## src/rtl/sram_initiator_pkg.sv

```systemverilog
// Shared constants and request payload type for the SRAM initiator slice.
package sram_initiator_pkg;

  localparam int WORD_W        = 32;
  localparam int WORDS_N       = 256;
  localparam int ADDR_W        = $clog2(WORDS_N);
  localparam int RSP_DEPTH_MIN = 2;

  typedef struct packed {
    logic              rnw;
    logic [ADDR_W-1:0] addr;
    logic [WORD_W-1:0] wdata;
  } sram_req_t;

endpackage

```

## src/rtl/sram_rsp_fifo.sv

```systemverilog
// In-order flop FIFO holding captured read data until the client takes it.
module sram_rsp_fifo #(
  parameter int WIDTH = 32,
  parameter int DEPTH = 3,
  localparam int CNT_W = $clog2(DEPTH + 1)
) (
  input  logic             clk_i,
  input  logic             arst_i,
  input  logic             push_i,
  input  logic [WIDTH-1:0] push_data_i,
  input  logic             pop_i,
  output logic [WIDTH-1:0] head_o,
  output logic [CNT_W-1:0] count_o,
  output logic             full_o
);

  localparam int PTR_W = (DEPTH > 1) ? $clog2(DEPTH) : 1;

  logic [WIDTH-1:0] mem_q [DEPTH];
  logic [PTR_W-1:0] wr_ptr_q, wr_ptr_d;
  logic [PTR_W-1:0] rd_ptr_q, rd_ptr_d;
  logic [CNT_W-1:0] cnt_q, cnt_d;
  logic             do_pop;

  // Explicit wrap so non-power-of-two depths never index past the last entry.
  function automatic logic [PTR_W-1:0] ptr_inc(input logic [PTR_W-1:0] p);
    return (p == PTR_W'(DEPTH - 1)) ? '0 : p + 1'b1;
  endfunction

  assign do_pop = pop_i & (cnt_q != '0);

  always_comb begin
    wr_ptr_d = wr_ptr_q;
    rd_ptr_d = rd_ptr_q;
    cnt_d    = cnt_q;
    if (push_i) wr_ptr_d = ptr_inc(wr_ptr_q);
    if (do_pop) rd_ptr_d = ptr_inc(rd_ptr_q);
    if (push_i && !do_pop) cnt_d = cnt_q + CNT_W'(1);
    else if (!push_i && do_pop) cnt_d = cnt_q - CNT_W'(1);
  end

  always_ff @(posedge clk_i or posedge arst_i) begin
    if (arst_i) begin
      wr_ptr_q <= '0;
      rd_ptr_q <= '0;
      cnt_q    <= '0;
      for (int i = 0; i < DEPTH; i++) mem_q[i] <= '0;
    end else begin
      wr_ptr_q <= wr_ptr_d;
      rd_ptr_q <= rd_ptr_d;
      cnt_q    <= cnt_d;
      if (push_i) mem_q[wr_ptr_q] <= push_data_i;
    end
  end

  assign head_o  = mem_q[rd_ptr_q];
  assign count_o = cnt_q;
  assign full_o  = (cnt_q == CNT_W'(DEPTH));

endmodule

```

## src/rtl/sram_initiator.sv

```systemverilog
// Request-stream to SRAM strobe converter with credit-protected in-order read return.
// Handshake: a beat transfers on a cycle where valid & ready are both high; ready never depends on valid.
module sram_initiator
  import sram_initiator_pkg::*;
#(
  parameter int WORD_W    = 32,
  parameter int WORDS_N   = 256,
  parameter int RSP_DEPTH = 3,
  localparam int ADDR_W   = $clog2(WORDS_N)
) (
  input  logic              clk,
  input  logic              arst,
  input  logic              req_vld,
  output logic              req_rdy,
  input  logic              req_rnw,
  input  logic [ADDR_W-1:0] req_addr,
  input  logic [WORD_W-1:0] req_wdata,
  output logic              rsp_vld,
  input  logic              rsp_rdy,
  output logic [WORD_W-1:0] rsp_rdata,
  output logic              sram_ce,
  output logic [ADDR_W-1:0] sram_addr,
  output logic [WORD_W-1:0] sram_din,
  output logic              sram_rnw,
  input  logic [WORD_W-1:0] sram_dout
);

  localparam int DEPTH = (RSP_DEPTH < RSP_DEPTH_MIN) ? RSP_DEPTH_MIN : RSP_DEPTH;
  localparam int CNT_W = $clog2(DEPTH + 1);

  logic             accept;
  logic             rd_inflight_q, rd_inflight_d;
  logic             rsp_push, rsp_pop, fifo_full;
  logic [CNT_W-1:0] rsp_cnt;
  logic [CNT_W:0]   credit_used;

  // Every accepted read owns a buffer slot from issue until it is popped.
  assign credit_used = {1'b0, rsp_cnt} + {{CNT_W{1'b0}}, rd_inflight_q};
  assign req_rdy     = ~arst & (credit_used < (CNT_W + 1)'(DEPTH));
  assign accept      = req_vld & req_rdy;

  always_comb begin
    sram_ce   = accept;
    sram_addr = '0;
    sram_din  = '0;
    sram_rnw  = 1'b0;
    if (accept) begin
      sram_addr = req_addr;
      sram_din  = req_wdata;
      sram_rnw  = req_rnw;
    end
  end

  assign rd_inflight_d = accept & req_rnw;

  always_ff @(posedge clk or posedge arst) begin
    if (arst) rd_inflight_q <= 1'b0;
    else      rd_inflight_q <= rd_inflight_d;
  end

  // sram_dout is only meaningful the cycle after a read strobe, so capture it then.
  assign rsp_push = rd_inflight_q & ~fifo_full;
  assign rsp_vld  = (rsp_cnt != '0);
  assign rsp_pop  = rsp_vld & rsp_rdy;

  sram_rsp_fifo #(
    .WIDTH (WORD_W),
    .DEPTH (DEPTH)
  ) u_rsp_fifo (
    .clk_i       (clk),
    .arst_i      (arst),
    .push_i      (rsp_push),
    .push_data_i (sram_dout),
    .pop_i       (rsp_pop),
    .head_o      (rsp_rdata),
    .count_o     (rsp_cnt),
    .full_o      (fifo_full)
  );

endmodule

```

## config.mk

```make
export PLATFORM = sky130hd
export DESIGN_NAME = sram_initiator
export DESIGN_NICKNAME = d
export VERILOG_FILES = /design/src/rtl/sram_initiator_pkg.sv /design/src/rtl/sram_rsp_fifo.sv /design/src/rtl/sram_initiator.sv
export SDC_FILE = /design/constraint.sdc
export NUM_CORES = 1
export LEC_CHECK = 0
export ABC_AREA = 1
export BUFFER_PORTS_ARGS = -buffer_cell sky130_fd_sc_hd__buf_2
export CORE_MARGIN = 3
export CORE_UTILIZATION = 35
export DETAILED_ROUTE_END_ITERATION = 12
export PLACE_DENSITY_LB_ADDON = 0.05
export SLEW_MARGIN = 20
export SYNTH_ARGS = -nofsm -noshare
export SYNTH_HDL_FRONTEND = slang
export SYNTH_SLANG_ARGS = --single-unit
```

## constraint.sdc

```tcl
create_clock -name clk -period 4.34 [get_ports clk]
set_clock_uncertainty 0.15 [all_clocks]
set_input_delay 0.217 -clock clk [delete_from_list [all_inputs] [get_ports clk]]
set_output_delay 0.217 -clock clk [all_outputs]
set_load 0.005 [all_outputs]
```

======== After elaboration in Yosys (flattened, before gate mapping) ========
Index checks and enable logic that the tools add are counted.
cells by class
  add/sub/neg operators ................... 5
  $lt $le $gt $ge ......................... 4
  eq/ne operators ......................... 3
  muxes and demuxes ....................... 13
  bitwise gates (word level) .............. 10
  reductions and logical operators ........ 7
operator list
  operator                                                     count
  two-way mux 32 bit                                           4
  bitwise mux 96 bit                                           1
  binary-select mux 32 bit (select 2 bit)                      1
  demux 32 bit (select 2 bit)                                  1
  two-way mux 2 bit                                            4
  two-way mux 8 bit                                            1
  adder 2 x 1 -> 2 bit (second input constant)                 3
  bitwise AND 1 bit                                            6
  equality test 2 bit (second input constant)                  3
  greater-or-equal comparator 3 bit (second input constant)    2
  inverter 2 -> 3 bit                                          2
  nonzero test 2 bit                                           2
  adder 2 x 1 -> 3 bit                                         1
  logical AND 1 bit                                            3
  less-than comparator 3 x 1 -> 1 bit (second input constant)  1
  less-than comparator 3 x 2 -> 1 bit (second input constant)  1
  zero test 1 bit                                              2
  inverter 1 bit                                               2
  subtractor 2 x 1 -> 2 bit (second input constant)            1
  two-way mux 1 bit                                            1
storage, ports and cells
  register bits ........................... 103
  bits of input ports ..................... 77
  output and inout bits ................... 76
  logic and storage cells ................. 49

======== Depth between registers and ports, before layout ========
  word-level depth ........................ 7
  depth in mapped cells ................... 10
  depth with buffers taken out ............ 9

======== By module ========
Synthesis repeated with hierarchy kept, for this count alone.
unflattened totals
  cell total of the unflattened synthesis .. 616
  area, all modules ....................... 5088.6 µm²
by module, submodules not included
  module          instances  cells an instance  area an instance (µm²)  seq. area each (µm²)
  sram_rsp_fifo   1          516                4584.4                  2552.4
  sram_initiator  1          100                504.2                   25.0

======== Least setup slack after synthesis ========
OpenSTA, ideal clock, no wires.
  kind .................................... in2out
  from .................................... input arst
  to ...................................... output sram_rnw
  arrival time ............................ 3.352 ns
  required time ........................... 3.973 ns
  setup slack ............................. 0.621 ns
  cell stages on the path ................. 4
  buffers on the path ..................... 1
  path through ............................ inv_1 nand4_1 clkbuf_1 nor2_1
on the way
  cells in the longest elaborated chain, start to end .. 4
RTL lines
  what               line                  text
  start, declared    sram_initiator.sv:12  input logic arst,
  inverter 1 bit     sram_initiator.sv:39  assign req_rdy = ~arst & (credit_used < (CNT_W + 1)'(DEPTH));
  bitwise AND 1 bit  sram_initiator.sv:39
  bitwise AND 1 bit  sram_initiator.sv:40  assign accept = req_vld & req_rdy;
  two-way mux 1 bit  sram_initiator.sv:47  if (accept) begin
  end, declared      sram_initiator.sv:24  output logic sram_rnw,
Every way passes these cells.

======== Worst setup path in the final report ========
  from .................................... register u_rsp_fifo.cnt_q[0], in the netlist u_rsp_fifo.count_o[0]
  to ...................................... register u_rsp_fifo.cnt_q[1], in the netlist u_rsp_fifo.count_o[1]
on the way
  cells in the longest elaborated chain, start to end .. 6
  elaborated cells between the ends (all ways) .. 15
  those cells by class .................... add/sub (2); eq/ne (1); mux (2); bitwise (4); reduce/logical (6)
RTL lines
  what                                                       line                                                            text
  start, declared                                            sram_rsp_fifo.sv:22                                             logic [CNT_W-1:0] cnt_q, cnt_d;
  start signal, assigned                                     sram_rsp_fifo.sv:51                                             cnt_q <= cnt_d;
  nonzero test 2 bit or equality test 2 bit (tied branches)  sram_rsp_fifo.sv:30, sram_initiator.sv:63, sram_rsp_fifo.sv:58
  bitwise AND 1 bit or inverter 1 bit (tied branches)        sram_initiator.sv:64, sram_initiator.sv:62
  bitwise AND 1 bit, on equally long branches                sram_rsp_fifo.sv:30, sram_initiator.sv:62
  zero test 1 bit, on equally long branches                  sram_rsp_fifo.sv:38, sram_rsp_fifo.sv:39
  logical AND 1 bit, on equally long branches                sram_rsp_fifo.sv:38, sram_rsp_fifo.sv:39
  two-way mux 2 bit or nonzero test 2 bit (tied branches)    n/a
Parallel ways exist; a longest one is shown, timed or not. The select of a mux whose other input is x is not followed.
A chain may end at the register's enable or synchronous reset.

==> metrics.cfg <==
[yosys]
synth_cell_types = 19
synth_nets = 766
synth-seq-cells = 103
ys_seq_area_share_pct = 51.6
synthesis.area_um2 = 5000
syn_inst = 686
yosysWarnings = 0
syn_area_per_cell_um2 = 7.29

[power_and_ir_drop]
internal_power_mw = 2.56
p_per_area_nw_per_um2 = 647
total_leakage_power_nw = 3.57
ir_drop_uv = 225
power.total_mw = 4.22
switchingPower_mw = 1.66
power_frac_comb_pct = 40.6
pwr-share-seq_pct = 39.9
swShare_pct = 39.4
pwr-share-clk_pct = 19.5

[global_routing]
grt_pass1_wl_mm = 25.6
antenna_found_initial = 0
grt.total_usage_pct = 20.0
grt_max_degree = 57
grt_pass1_vias = 5036
gr-total-overflow = 0

[detailed_routing]
ant_nets = 0
vias = 4941
post_drt_wl_per_cell_um = 14.9
remaining_drc_errors = 0
routed_via_density = 4.75
routed_wl_mm = 15.5
dr.first_iter.drc_count = 339
firstDrtPassIters = 4

[placed_design]
dpl.hpwl_mm = 9.60
gp_congestion = 0.766
port_buffers = 152

[clocking]
numCtsBuffers = 9
clockBufferDepth = 2
clock_latency_ns = 0.35
cts_max_level = 3
post-cts-setup-buffers = 0
clk_pin_slew_ns = 0.07
cts_tree = built
clock-sinks = 103
cts-root-buf = clkbuf_16

[die]
fp.dieW_um = 126
initial_core_util_pct = 35.9
coreArea_um2 = 13900
fp.dieH_um = 126
num_rows = 43
ios = 153
dieArea_um2 = 15800

[timing]
period_minus_slack_ns = 2.66
setup_viol = 0
worst_pin_slew_ns = 0.857
max_freq_ghz = 0.377
rsz0062_at_grt = false
hold_violations = 0
finalMaxSlewViolations = 0
max_slew_margin_pct = 42.7
setup_tns_ns = 0
period_share_pct = 61.2

[critical_path]
required_ns = 4.43
startpoint_type = flip-flop
crit_path_start = u_rsp_fifo.count_o[0]
critPathMaxFanout = 35
cp-end-kind = flip-flop
reg2reg_slack_ns = 1.68
worstSetupPathType = reg -> reg
arrival_ns = 2.75
rr_startpoint = u_rsp_fifo.count_o[0]

[finish]
layout.nets = 936
drive_above_1_share_pct = 21.6
fin_util_pct = 46.8
areaGrowthSynthToFinish_pct = 30.5
n_antenna_cell = 0

[job]
maxCapViolations = 0

[hold_path]
holdCritPathClass = reg -> reg
hp-start = u_rsp_fifo.mem_q[61]

[run_status]
status = finished, final reports clean

==> through the flow <==
stage / setup slack (ns) / hold slack, ns / instance area [um2] / instances
6_report: 1.68 / 0.322 / 6530 / 1041
3_3_place_gp: 1.80 / 0.239 / 5880 / 990
2_1_floorplan: 0.621 / 0.184 / 5000 / 686
4_1_cts: 1.69 / 0.325 / 6530 / 1041
5_1_grt: 1.51 / 0.338 / 6530 / 1041
3_5_place_dp: 1.72 / 0.234 / 5880 / 990
==> cells in the final DEF, fill, tap and decap left out <==
cell,Yosys,layout
inv_4,0,1
clkbuf_16,0,9
nand3_1,69,69
o21ai_0,26,26
xnor2_1,1,1
clkinvlp_4,0,1
nand4_1,3,3
clkinv_2,0,1
ha_1,3,3
inv_1,52,51
nand2_2,3,3
buf_4,4,9
nor2_4,1,2
clkbuf_1,9,3
dfrtp_1,103,103
dlygate4sd3_1,0,35
clkbuf_8,0,1
buf_2,22,152
inv_2,2,2
nor2_1,43,41
bufinv_16,0,1
o21ai_1,8,8
nand2_1,332,332
nor2_2,3,4
==> timing repair <==
item | CTS | global route
hold endpoints to repair | 150 | 0
resized for setup | 0 | 0
hold buffers | 35 | 0
==> state kept, by name, indices dropped and copies added, names as in the netlist <==
register	cells
u_rsp_fifo.mem_q	96
u_rsp_fifo.count_o	2
u_rsp_fifo.wr_ptr_q	2
u_rsp_fifo.rd_ptr_q	2
rd_inflight_q	1
==> logic make-up (layout without fill, tap and decap cells) <==
logic type	count (synthesis)	after routing	share of synthesized area (%)
AND/OR/NAND/NOR	454	454	36.4
flip-flops	103	103	51.6
buffers and inverters	91	266	7.71
AO/OA/AOI/OAI	34	34	3.40
adder cells (fa/ha/maj)	3	3	0.751
XOR/XNOR	1	1	0.175
==> power groups by stage <==
stage	Combinational, mW	Sequential, mW	Clock (mW)
floorplan	1.06	1.63	0
global placement	1.69	1.68	0
detailed placement	1.71	1.70	0
CTS	1.74	1.68	0.844
global route	1.96	1.74	0.891
finish	1.71	1.68	0.824
==> worst max-delay path: stages (launching register included) <==
cell	delay (ns)
dfrtp_1	0.44
nand2_2	0.10
nand2_2	0.57
inv_2	0.52
ha_1	0.46
inv_1	0.09
nand3_1	0.08
nand2_1	0.06
nand2_1	0.04
==> layer usage <==
metal  routed length [um]  global-route usage [%]
met1                 7000                    25.9
met5                    0                       0
met3                  895                    4.96
met4                  165                    4.40
met2                 7420                    34.1
==> cell usage after synthesis (all sizes together) <==
| library cell | n | share of area [%] |
|---|---|---|
| buf | 27 | 2.9 |
| clkbuf | 10 | 0.78 |
| dfrtp | 103 | 52 |
| ha | 3 | 0.75 |
| inv | 54 | 4.1 |
| nand2 | 335 | 25 |
| nand3 | 69 | 6.9 |
| nand4 | 3 | 0.38 |
| nor2 | 47 | 3.8 |
| o21ai | 34 | 3.4 |
| xnor2 | 1 | 0.18 |
==> path summary, 6_finish.rpt <==
path                                     endpoint  depth (start not counted)
setup / recovery            u_rsp_fifo.count_o[1]                          8
hold / removal               u_rsp_fifo.mem_q[61]                          2
hold reg to reg              u_rsp_fifo.mem_q[61]                          2
max in group asynchronous    u_rsp_fifo.mem_q[61]                          4
setup reg to reg            u_rsp_fifo.count_o[1]                          8
min in group asynchronous  u_rsp_fifo.rd_ptr_q[0]                          3
==> final cells by class <==
type,instances,area [um2]
Clock buffer,13,250
Tap cell,180,225
Timing Repair Buffer,196,1180
Inverter,54,205
Clock inverter,3,42.5
Multi-Input combinational cell,492,2050
Sequential cell,103,2580
Fill cell,1442,7410
Power figures use the tool's default switching activity.
